--- src/rtl/entrada_senha.sv ---
// ---------------------------------------------------------------------------
// entrada_senha
// Keypad front end for a password-entry controller. Four raw, bouncing,
// active-low push-buttons are synchronised, debounced and turned into a
// single "new key" pulse carrying the key code. An inactivity timer flags
// when the password FSM has waited too long for the next key.
//
// Parameters
//   DEB_CYCLES     : stable cycles needed to accept a button level change (>= 2)
//   TIMEOUT_CYCLES : idle cycles during entry before timeout (>= 2)
//
// Ports
//   clk        in   1  clock, rising edge
//   rst        in   1  synchronous active-high reset
//   B          in   4  raw buttons, active-low, asynchronous, bouncing
//   S_INATI    in   1  high while the password FSM waits for a key
//   COD        out  2  code of the last accepted button
//   EN         out  1  one-cycle pulse: new button accepted, COD valid
//   TEMP_INATI out  1  level: inactivity timeout reached
// ---------------------------------------------------------------------------
module entrada_senha #(
    parameter int DEB_CYCLES     = 50000,
    parameter int TIMEOUT_CYCLES = 250000000
) (
    input  logic       clk,
    input  logic       rst,
    input  logic [3:0] B,
    input  logic       S_INATI,
    output logic [1:0] COD,
    output logic       EN,
    output logic       TEMP_INATI
);

    localparam int DW = $clog2(DEB_CYCLES + 1);
    localparam int TW = $clog2(TIMEOUT_CYCLES + 1);

    // Last count value before a level change is accepted / timeout fires.
    localparam logic [DW-1:0] DEB_LAST = DW'(DEB_CYCLES - 1);
    localparam logic [TW-1:0] TMO_LAST = TW'(TIMEOUT_CYCLES - 1);

    typedef enum logic [0:0] {
        IDLE = 1'b0,
        HELD = 1'b1
    } state_t;

    // Synchroniser and debouncer state
    logic [3:0]    b_meta_r;
    logic [3:0]    b_sync_r;
    logic [3:0]    deb_level_r;
    logic [DW-1:0] deb_cnt_r [4];

    // Press FSM and registered outputs
    state_t        state_r;
    state_t        state_next_s;
    logic          en_r;
    logic          en_next_s;
    logic [1:0]    cod_r;
    logic [1:0]    cod_next_s;
    logic [3:0]    pressed_s;

    // Inactivity timer
    logic [TW-1:0] tmo_cnt_r;
    logic          tmo_r;

    // True when exactly one bit of the pressed vector is set.
    function automatic logic single_press(input logic [3:0] p);
        logic r;
        case (p)
            4'b0001, 4'b0010, 4'b0100, 4'b1000: r = 1'b1;
            default:                            r = 1'b0;
        endcase
        return r;
    endfunction

    // Index of the pressed button; only meaningful for a one-hot vector.
    function automatic logic [1:0] press_index(input logic [3:0] p);
        logic [1:0] r;
        case (p)
            4'b0001: r = 2'd0;
            4'b0010: r = 2'd1;
            4'b0100: r = 2'd2;
            4'b1000: r = 2'd3;
            default: r = 2'd0;
        endcase
        return r;
    endfunction

    // Two-flop synchroniser; released (1) is the reset level.
    always_ff @(posedge clk) begin
        if (rst) begin
            b_meta_r <= 4'b1111;
            b_sync_r <= 4'b1111;
        end else begin
            b_meta_r <= B;
            b_sync_r <= b_meta_r;
        end
    end

    // Per-button debouncer: a level change is accepted only after the
    // synchronised input has differed from the debounced level for
    // DEB_CYCLES consecutive edges. Any agreement restarts the count.
    always_ff @(posedge clk) begin
        if (rst) begin
            deb_level_r <= 4'b1111;
            for (int i = 0; i < 4; i++) begin
                deb_cnt_r[i] <= '0;
            end
        end else begin
            for (int i = 0; i < 4; i++) begin
                if (b_sync_r[i] == deb_level_r[i]) begin
                    deb_cnt_r[i] <= '0;
                end else if (deb_cnt_r[i] == DEB_LAST) begin
                    deb_level_r[i] <= b_sync_r[i];
                    deb_cnt_r[i]   <= '0;
                end else begin
                    deb_cnt_r[i] <= deb_cnt_r[i] + DW'(1);
                end
            end
        end
    end

    assign pressed_s = ~deb_level_r;

    // Press FSM next-state logic. A key is reported only when it is the
    // sole pressed button leaving IDLE; chords and extra presses while
    // HELD are swallowed until every button is released.
    always_comb begin
        state_next_s = state_r;
        en_next_s    = 1'b0;
        cod_next_s   = cod_r;
        case (state_r)
            IDLE: begin
                if (pressed_s != 4'b0000) begin
                    state_next_s = HELD;
                    if (single_press(pressed_s)) begin
                        en_next_s  = 1'b1;
                        cod_next_s = press_index(pressed_s);
                    end else begin
                        en_next_s  = 1'b0;
                        cod_next_s = cod_r;
                    end
                end else begin
                    state_next_s = IDLE;
                end
            end
            HELD: begin
                if (pressed_s == 4'b0000) begin
                    state_next_s = IDLE;
                end else begin
                    state_next_s = HELD;
                end
            end
            default: begin
                state_next_s = IDLE;
            end
        endcase
    end

    // Press FSM state and output registers.
    always_ff @(posedge clk) begin
        if (rst) begin
            state_r <= IDLE;
            en_r    <= 1'b0;
            cod_r   <= 2'b00;
        end else begin
            state_r <= state_next_s;
            en_r    <= en_next_s;
            cod_r   <= cod_next_s;
        end
    end

    // Inactivity timer. It clears on the same edge that raises EN (using
    // the next-state value), so EN and a fresh timeout can never appear
    // together. The count stops once the flag is set, so it never wraps.
    always_ff @(posedge clk) begin
        if (rst) begin
            tmo_cnt_r <= '0;
            tmo_r     <= 1'b0;
        end else if (!S_INATI) begin
            tmo_cnt_r <= '0;
            tmo_r     <= 1'b0;
        end else if (en_next_s) begin
            tmo_cnt_r <= '0;
        end else if (!tmo_r) begin
            if (tmo_cnt_r == TMO_LAST) begin
                tmo_r <= 1'b1;
            end
            tmo_cnt_r <= tmo_cnt_r + TW'(1);
        end
    end

    assign EN         = en_r;
    assign COD        = cod_r;
    assign TEMP_INATI = tmo_r;

endmodule
--- config.mk ---
export PLATFORM = sky130hd
export DESIGN_NAME = entrada_senha
export DESIGN_NICKNAME = d
export VERILOG_FILES = /design/src/rtl/entrada_senha.sv
export SDC_FILE = /design/constraint.sdc
export NUM_CORES = 1
export LEC_CHECK = 0
export ABC_AREA = 1
export CELL_PAD_IN_SITES_DETAIL_PLACEMENT = 1
export CELL_PAD_IN_SITES_GLOBAL_PLACEMENT = 1
export CORE_ASPECT_RATIO = 0.7
export CORE_MARGIN = 4
export CORE_UTILIZATION = 52
export CTS_BUF_LIST = sky130_fd_sc_hd__clkbuf_16
export CTS_CLUSTER_DIAMETER = 40
export DETAILED_ROUTE_END_ITERATION = 12
export PLACE_DENSITY = 0.83
export SYNTH_ARGS = -nofsm -noshare
export SYNTH_HDL_FRONTEND = slang
export SYNTH_SLANG_ARGS = --single-unit
--- constraint.sdc ---
create_clock -name clk -period 3.7 [get_ports clk]
set_input_delay 1.11 -clock clk [delete_from_list [all_inputs] [get_ports clk]]
set_output_delay 1.11 -clock clk [all_outputs]
set_load 0.005 [all_outputs]
## Word level (Yosys, flattened, before mapping)

Memory sizes are Yosys's and may differ from the RTL's.
Cells that the tools add are included.

| word-level totals | value |
|---|---|
| register bits | 45 |
| memory bits (writable) | 64 |
| input port bits | 7 |
| word-level logic and storage cells | 129 |
| memories kept | 1 |

| cells by class | value |
|---|---|
| add/subtract/negate cells | 5 |
| eq/ne operators | 13 |
| mux-type cells | 70 |
| bitwise logic cells | 19 |
| reduce and logical (&&, ||, !) cells | 10 |

Memory list:

| memory | words | width | rd ports | clocked after memory_dff | write ports | line | source |
|---|---|---|---|---|---|---|---|
| deb_cnt_r | 4 | 16 | 4 | 0 | 4 | 50 | `logic [DW-1:0] deb_cnt_r [4];` |

Operator list:

| operator | count |
|---|---|
| two-way mux 16 bit | 12 |
| adder 16 x 1 -> 16 bit, second input constant | 4 |
| == test 16 bit, second input constant | 4 |
| two-way mux 1 bit | 56 |
| adder 28 x 1 -> 28 bit, second input constant | 1 |
| == test 28 bit, second input constant | 1 |
| bitwise OR 1 bit | 12 |
| AND reduction 2 bit | 4 |
| inverter 1 bit | 6 |
| one-hot mux 2 bit (3 select lines) | 1 |
| == test 1 bit | 4 |
| == test 4 x 1 -> 1 bit, second input constant | 1 |
| == test 4 x 2 -> 1 bit, second input constant | 1 |
| == test 4 x 3 -> 1 bit, second input constant | 1 |
| == test 4 bit, second input constant | 1 |
| zero test 4 bit | 1 |
| inverter 4 bit | 1 |
| nonzero test 4 bit | 1 |
| OR reduction 4 bit | 1 |
| AND reduction 3 bit | 1 |
| OR reduction 3 bit | 1 |
| one-hot mux 1 bit (2 select lines) | 1 |
| OR reduction 2 bit | 1 |

## Longest topological paths before layout

Gate-level depths: netlist of the first run.

| logic depth | value |
|---|---|
| depth in word-level cells | 10 |
| gate-level depth with buffers | 10 |

## Worst setup path after synthesis of the first run

OpenSTA, ideal clock, no wires.

| timing path | value |
|---|---|
| path kind | input to register |
| from | input port rst |
| to | memory deb_cnt_r[1][15] (netlist name), data pin |
| setup time | 0.146 ns |
| arrival | 1.837 ns |
| required time | 3.554 ns |
| setup slack | 1.717 ns |
| cell stages on the path | 7 |
| buffers on the path | 2 |
| path through | inv_2 -> buf_4 -> o21ai_1 -> a21oi_2 -> nand2_2 -> buf_6 -> a21oi_1 |

RTL lines:

| element | line | source |
|---|---|---|
| start, declared | 26 | `input logic rst,` |
| end, declared | 50 |  |

## Worst setup path in the final report of the first run

| timing path | value |
|---|---|
| from | register tmo_r (netlist: TEMP_INATI) |
| to | output port TEMP_INATI |

RTL lines:

| element | line | source |
|---|---|---|
| start, declared | 63 | `logic tmo_r;` |
| start signal, assigned | 178 | `tmo_r <= 1'b0;` |
| start signal, assigned | 181 | `tmo_r <= 1'b0;` |
| start signal, assigned | 186 | `tmo_r <= 1'b1;` |
| end, declared | 31 | `output logic TEMP_INATI` |

No word-level cell between the ends.

==> flow_summary_export.csv, run 1 <==
group,metric,value,unit
global_route,grt_max_degree,19,
placement,portBuffers,10,
sta,hold_viol_final,0,
worst_setup_path,ff2ff_path_depth,5,
synth,synthMuxAreaShare,0,
synth,synth_compound_area_frac,0.0446,
global_route,antenna_found_initial,0,
global_route,overflow,0,
drt,drtPass1Iterations,5,
synth,synth-seq-cells,109,
worst_setup_path,critical_path.top_delay_family,"flip-flops",
cts,cts_tree,"built",
synth,synthFlopType,"edfxtp_1",
synth,synth_edf_count,64,
worst_setup_path,crit_arrival,1530,ps
worst_setup_path,r2r_slack,1790,ps
floorplanning,io-pin-count,11,
outcome,status,"complete, no violations",
sta,setup_tns,0,ps
finish,antennaDiodeCount,0,
worst_setup_path,cp.depth,1,
floorplanning,fp.dieH,98.9,um
cts,cts-root-buf,"clkbuf_16",
power,leakage,2.57,nW
synth,synthXorXnorAreaFrac,0.0457,
global_route,track_usage,0.237,
global_route,grt_pass1_vias,5480,
finish,drive_gt1_frac,0.148,
power,peakVddDrop,0.232,mV
finish,ff_latch_area,2820,um2
cts,cts_hold_buf,0,
sta,min_period,2640,ps
floorplanning,initial_utilization,0.545,
floorplanning,die_x,138,um
placement,gp_congestion,0.854,
drt,via_count,5172,
hold_path,holdCritPathClass,"flip-flop to flip-flop",
finish,syn2layout_area_growth,11.7,%
global_route,grt_pass1_wl,26000,um
placement,detailed_place_hpwl,11400,um
floorplanning,core_region_area,11300,um2
worst_setup_path,crit_buf_inv,1,
synth,avgSynthCellArea,8.18,um2
worst_setup_path,critPathLaunchType,"flip-flop",
worst_setup_path,critPathMaxFanout,8,
cts,cts_resized,0,
cts,clk_latency,340,ps
floorplanning,die_area,13600,um2
worst_setup_path,critPathKind,"flip-flop to output pin",
drt,first_iter_violations,272,
synth,synth_top_family_by_area,"simple AND/OR/NAND/NOR gates",
sta,max_freq,379,MHz
drt,route.detailed.drc,0,
sta,finClkSkew,7.39,ps
synth,synth_top_area_cell,"edfxtp_1",
drt,vias_per_cell,5.26,
sta,slew_viol_final,0,
synth,syn_inst,750,
cts,clkSinkCount,109,
sta,rsz0062_at_grt,"false",
worst_setup_path,required,2590,ps
synth,ys_seq_area_frac,0.460,
sta,period_share,0.713,
finish,multiInputGateArea,3140,um2
cts,clockBufferDepth,2,
synth,synth_warnings,0,
worst_setup_path,cp_cell_sequence,"clkdlybuf4s50_1",
synth,synthAdderAreaFrac,0.0102,
drt,postRouteAntennaNets,0,
floorplanning,core.rowCount,32,
synth,syn-cell-area,6140,um2
cts,clkTransAtPathRegs,70,ps
flow_run,maxCapViolCount,0,
sta,setup_violations,0,
hold_path,whs_path_depth,1,
worst_setup_path,max_stage_delay,590,ps
drt,drt-wirelength-per-cell,15.3,um
synth,synth-simple-area-share,0.372,
worst_setup_path,critPathSlowestCell,"dfxtp_1",
drt,wl,15000,um
cts,numCtsBuffers,9,
synth,async_reset_ff_frac,0,
synth,synth_top_area_frac,0.313,
finish,layout.nets,839,
finish,n_fill_cell,1436,
power,p_per_area,346,nW/um2
synth,ys_types,41,
synth,synthTopCellsByArea,"edfxtp_1, dfxtp_1, nand2_1",
cts,post_cts_buffers,0,
power,power.total,2.37,mW
cts,htreeDepth,3,
worst_setup_path,endpoint_kind,"output pin",
## placed cells by master (no fill, tap or decap), drive strengths merged, types with 8 or more instances in the layout
master         count
nand2            164
nor2             150
inv               89
nand3             68
edfxtp            64
conb              64
dfxtp             45
a21oi             37
nor3              31
nand4             27
xor2              24
or2               14
o21ai             11
clkdlybuf4s50     10
clkbuf             9
xnor2              8
## per-layer routing
| layer | wire [um] | global-route usage | vias to the layer above |
|---|---|---|---|
| met5 | 0 | 0 | - |
| met4 | 257 | 0.0661 | 0 |
| met3 | 573 | 0.0393 | 29 |
| met2 | 7000 | 0.388 | 103 |
| met1 | 7210 | 0.327 | 2495 |
| li1 | - | - | 2545 |
## per-stage QoR
step / util / cells / hold WS, ps / setup WS, ps / area, um2
final: 0.609 / 984 / 418 / 1060 / 6850
after global routing: 0.609 / 984 / 442 / 874 / 6850
after CTS: 0.609 / 984 / 423 / 1060 / 6850
after detailed placement: 0.586 / 969 / 404 / 718 / 6590
after global placement: 0.586 / 969 / 396 / 845 / 6590
after floorplan: - / 813 / 389 / 1720 / 6370
## synth_stat cells (9+ instances only)
| cell | n |
|---|---|
| nand3_2 | 10 |
| edfxtp_1 | 64 |
| xor2_1 | 24 |
| a21oi_1 | 32 |
| nor2_2 | 33 |
| nand4_1 | 27 |
| nor3_1 | 22 |
| nand2_2 | 22 |
| nand3_1 | 56 |
| inv_1 | 75 |
| or2_2 | 9 |
| dfxtp_1 | 45 |
| nand2_1 | 140 |
| nor2_1 | 113 |
| inv_2 | 10 |
## worst paths after layout
check	from	to
max	TEMP_INATI	TEMP_INATI
min	b_meta_r[2]	b_sync_r[2]
max reg2reg	deb_cnt_r[0][12]	deb_cnt_r[0][11]
min reg2reg	b_meta_r[2]	b_sync_r[2]
## registers in the layout (all words and copies together) (netlist names)
| register | cells |
|---|---|
| deb_level_r | 4 |
| EN | 1 |
| COD | 2 |
| deb_cnt_r | 64 |
| b_sync_r | 4 |
| state_r | 1 |
| tmo_cnt_r | 28 |
| b_meta_r | 4 |
| TEMP_INATI | 1 |
## report_power, final
part	leakage [nW]	switching (mW)	internal, mW
Clock	0.135	0.450	0.455
Sequential	1.03	0.0339	1.32
Combinational	1.41	0.0800	0.0362
Total	2.57	0.564	1.81
## final cells by class
class | count | share of cell area
repair buffers | 11 | 0.0157
flip-flops and latches | 109 | 0.412
clock buffers | 9 | 0.0329
multi-input cells | 609 | 0.458
well taps | 153 | 0.0279
clock inverters | 6 | 0.00566
inverters | 87 | 0.0480
## logic make-up (layout without fill, tap and decap cells)
| family | count (synthesis) | count (layout) |
|---|---|---|
| compound gates | 50 | 50 |
| xor+xnor | 32 | 32 |
| fa+ha+maj | 5 | 5 |
| buf+inv | 95 | 113 |
| flops | 109 | 109 |
| other cells | 1 | 64 |
| simple gates | 458 | 458 |
Note: power is estimated with default switching activity, not from simulation.
==> run 2, diff against run 1 <==
Settings changed: CORE_UTILIZATION 52 to 43, PLACE_DENSITY 0.83 to 0.73.
Clock period 3.7 ns to 2.2 ns, I/O delays scaled along.
==> run 2 against run 1 <==
Wire length down 4.0%. Sequential power rose by 68%. Non-clock buffer count grew 6. Sequential share of layout area down 0.80 points. Core utilization decreased by 11 points. Total power up 72%. Clock skew shrank 0.67 ps. Design area rose by 2.0%.
==> flow_summary_export.csv, run 2 (same netlist as run 1, synthesis figures left out) <==
group,metric,value,unit
worst_setup_path,endpoint_kind,"output pin",
floorplanning,core_region_area,14000,um2
worst_setup_path,critPathMaxFanout,8,
global_route,overflow,0,
sta,finClkSkew,6.72,ps
global_route,grt_max_degree,19,
worst_setup_path,required,1540,ps
sta,slew_viol_final,0,
finish,largest_register_ffs,64,
power,peakVddDrop,0.313,mV
cts,cts_tree,"built",
power,leakage,2.62,nW
cts,numCtsBuffers,9,
cts,clkTransAtPathRegs,70,ps
flow_run,maxCapViolCount,0,
worst_setup_path,crit_arrival,1350,ps
floorplanning,initial_utilization,0.440,
sta,max_freq,498,MHz
floorplanning,die_area,16300,um2
global_route,grt_pass1_vias,5304,
cts,clockBufferDepth,2,
drt,drt-wirelength-per-cell,14.0,um
drt,wl_met3,495,um
drt,route.detailed.drc,0,
finish,antennaDiodeCount,0,
finish,largest_register,"deb_cnt_r",
finish,n_fill_cell,1730,
drt,drtPass1Iterations,5,
drt,wl_met2,6600,um
finish,mostFrequentLayoutCells,"nand2_1, nor2_1, inv_1, edfxtp_1, conb_1",
drt,wl_met1,7150,um
global_route,antenna_found_initial,0,
drt,vias_per_cell,4.86,
worst_setup_path,ff2ff_path_depth,6,
drt,postRouteAntennaNets,0,
drt,first_iter_violations,300,
sta,rsz0062_at_grt,"false",
worst_setup_path,crit_buf_inv,1,
finish,layout.nets,845,
cts,cts-root-buf,"clkbuf_16",
sta,period_share,0.913,
hold_path,whs_path_depth,1,
sta,min_period,2010,ps
placement,gp_congestion,0.812,
placement,detailed_place_hpwl,11300,um
worst_setup_path,critPathLaunchType,"flip-flop",
global_route,track_usage,0.194,
finish,final_area,6990,um2
worst_setup_path,cp.depth,1,
sta,hold_viol_final,0,
cts,htreeDepth,3,
placement,post_dp_cell_area,6710,um2
worst_setup_path,critPathSlowestCell,"clkdlybuf4s50_1",
floorplanning,core.rowCount,36,
finish,final_common_cell,"nand2_1",
power,p_per_area,583,nW/um2
floorplanning,die_x,151,um
worst_setup_path,critical_path.top_delay_family,"buffers and inverters",
placement,portBuffers,10,
sta,whs,420,ps
worst_setup_path,max_stage_delay,540,ps
floorplanning,fp.dieH,108,um
outcome,status,"complete, no violations",
sta,setup_violations,0,
worst_setup_path,critPathKind,"flip-flop to output pin",
drt,via_count,4995,
cts,cts_hold_buf,0,
floorplanning,io-pin-count,11,
finish,fin_util,0.501,
cts,clkSinkCount,109,
global_route,grt_pass1_wl,25000,um
finish,syn2layout_area_growth,13.9,%
finish,reg_top3,"deb_cnt_r x64, tmo_cnt_r x28",
drt,wl,14400,um
drt,top_layer,"met4",
hold_path,holdCritPathClass,"flip-flop to flip-flop",
cts,clk_latency,360,ps
sta,setup_tns,0,ps
finish,drive_gt1_frac,0.155,
worst_setup_path,cp_cell_sequence,"clkdlybuf4s50_1",
[run 2: through the flow]
step / std cells / power (mW) / setup WS, ps
4_1_cts: 1028 / 4.12 / 27.7
3_3_place_gp: 1012 / 2.50 / 5.09
6_report: 1028 / 4.07 / 191
5_1_grt: 1028 / 4.25 / 144
3_5_place_dp: 1012 / 2.51 / -38.1
2_1_floorplan: 813 / 2.45 / 652
[run 2: power breakdown]
| group | switching, mW | total [mW] | leakage, nW | internal, mW |
|---|---|---|---|---|
| registers | 0.0546 | 2.27 | 1.03 | 2.21 |
| clock network | 0.771 | 1.60 | 0.147 | 0.833 |
| logic | 0.132 | 0.201 | 1.45 | 0.0682 |
| total | 0.958 | 4.07 | 2.62 | 3.12 |
[run 2: final cells by class]
class | count | area (um2) | share of cell area
inverters | 87 | 329 | 0.0471
flip-flops and latches | 109 | 2820 | 0.404
clock inverters | 6 | 35.0 | 0.00501
multi-input cells | 609 | 3140 | 0.449
clock buffers | 10 | 250 | 0.0358
repair buffers | 17 | 178 | 0.0254
well taps | 190 | 238 | 0.0340
[run 2: routing by layer]
metal	vias to the layer above	track usage
met5	-	0
met2	73	0.323
met3	13	0.0406
li1	2558	-
met1	2351	0.259
met4	0	0.0466
[run 2: worst paths after layout]
path                           to  slack, ps       startpoint
setup / recovery       TEMP_INATI        190       TEMP_INATI
hold / removal        b_sync_r[1]        420      b_meta_r[1]
setup reg to reg  deb_cnt_r[2][4]        310  deb_cnt_r[2][0]
hold reg to reg       b_sync_r[1]        420      b_meta_r[1]
[run 2: repair_timing]
item | CTS | global route
gates resized for setup | 0 | 1
endpoints found under the setup margin | 0 | 1
buffers inserted | 0 | 0
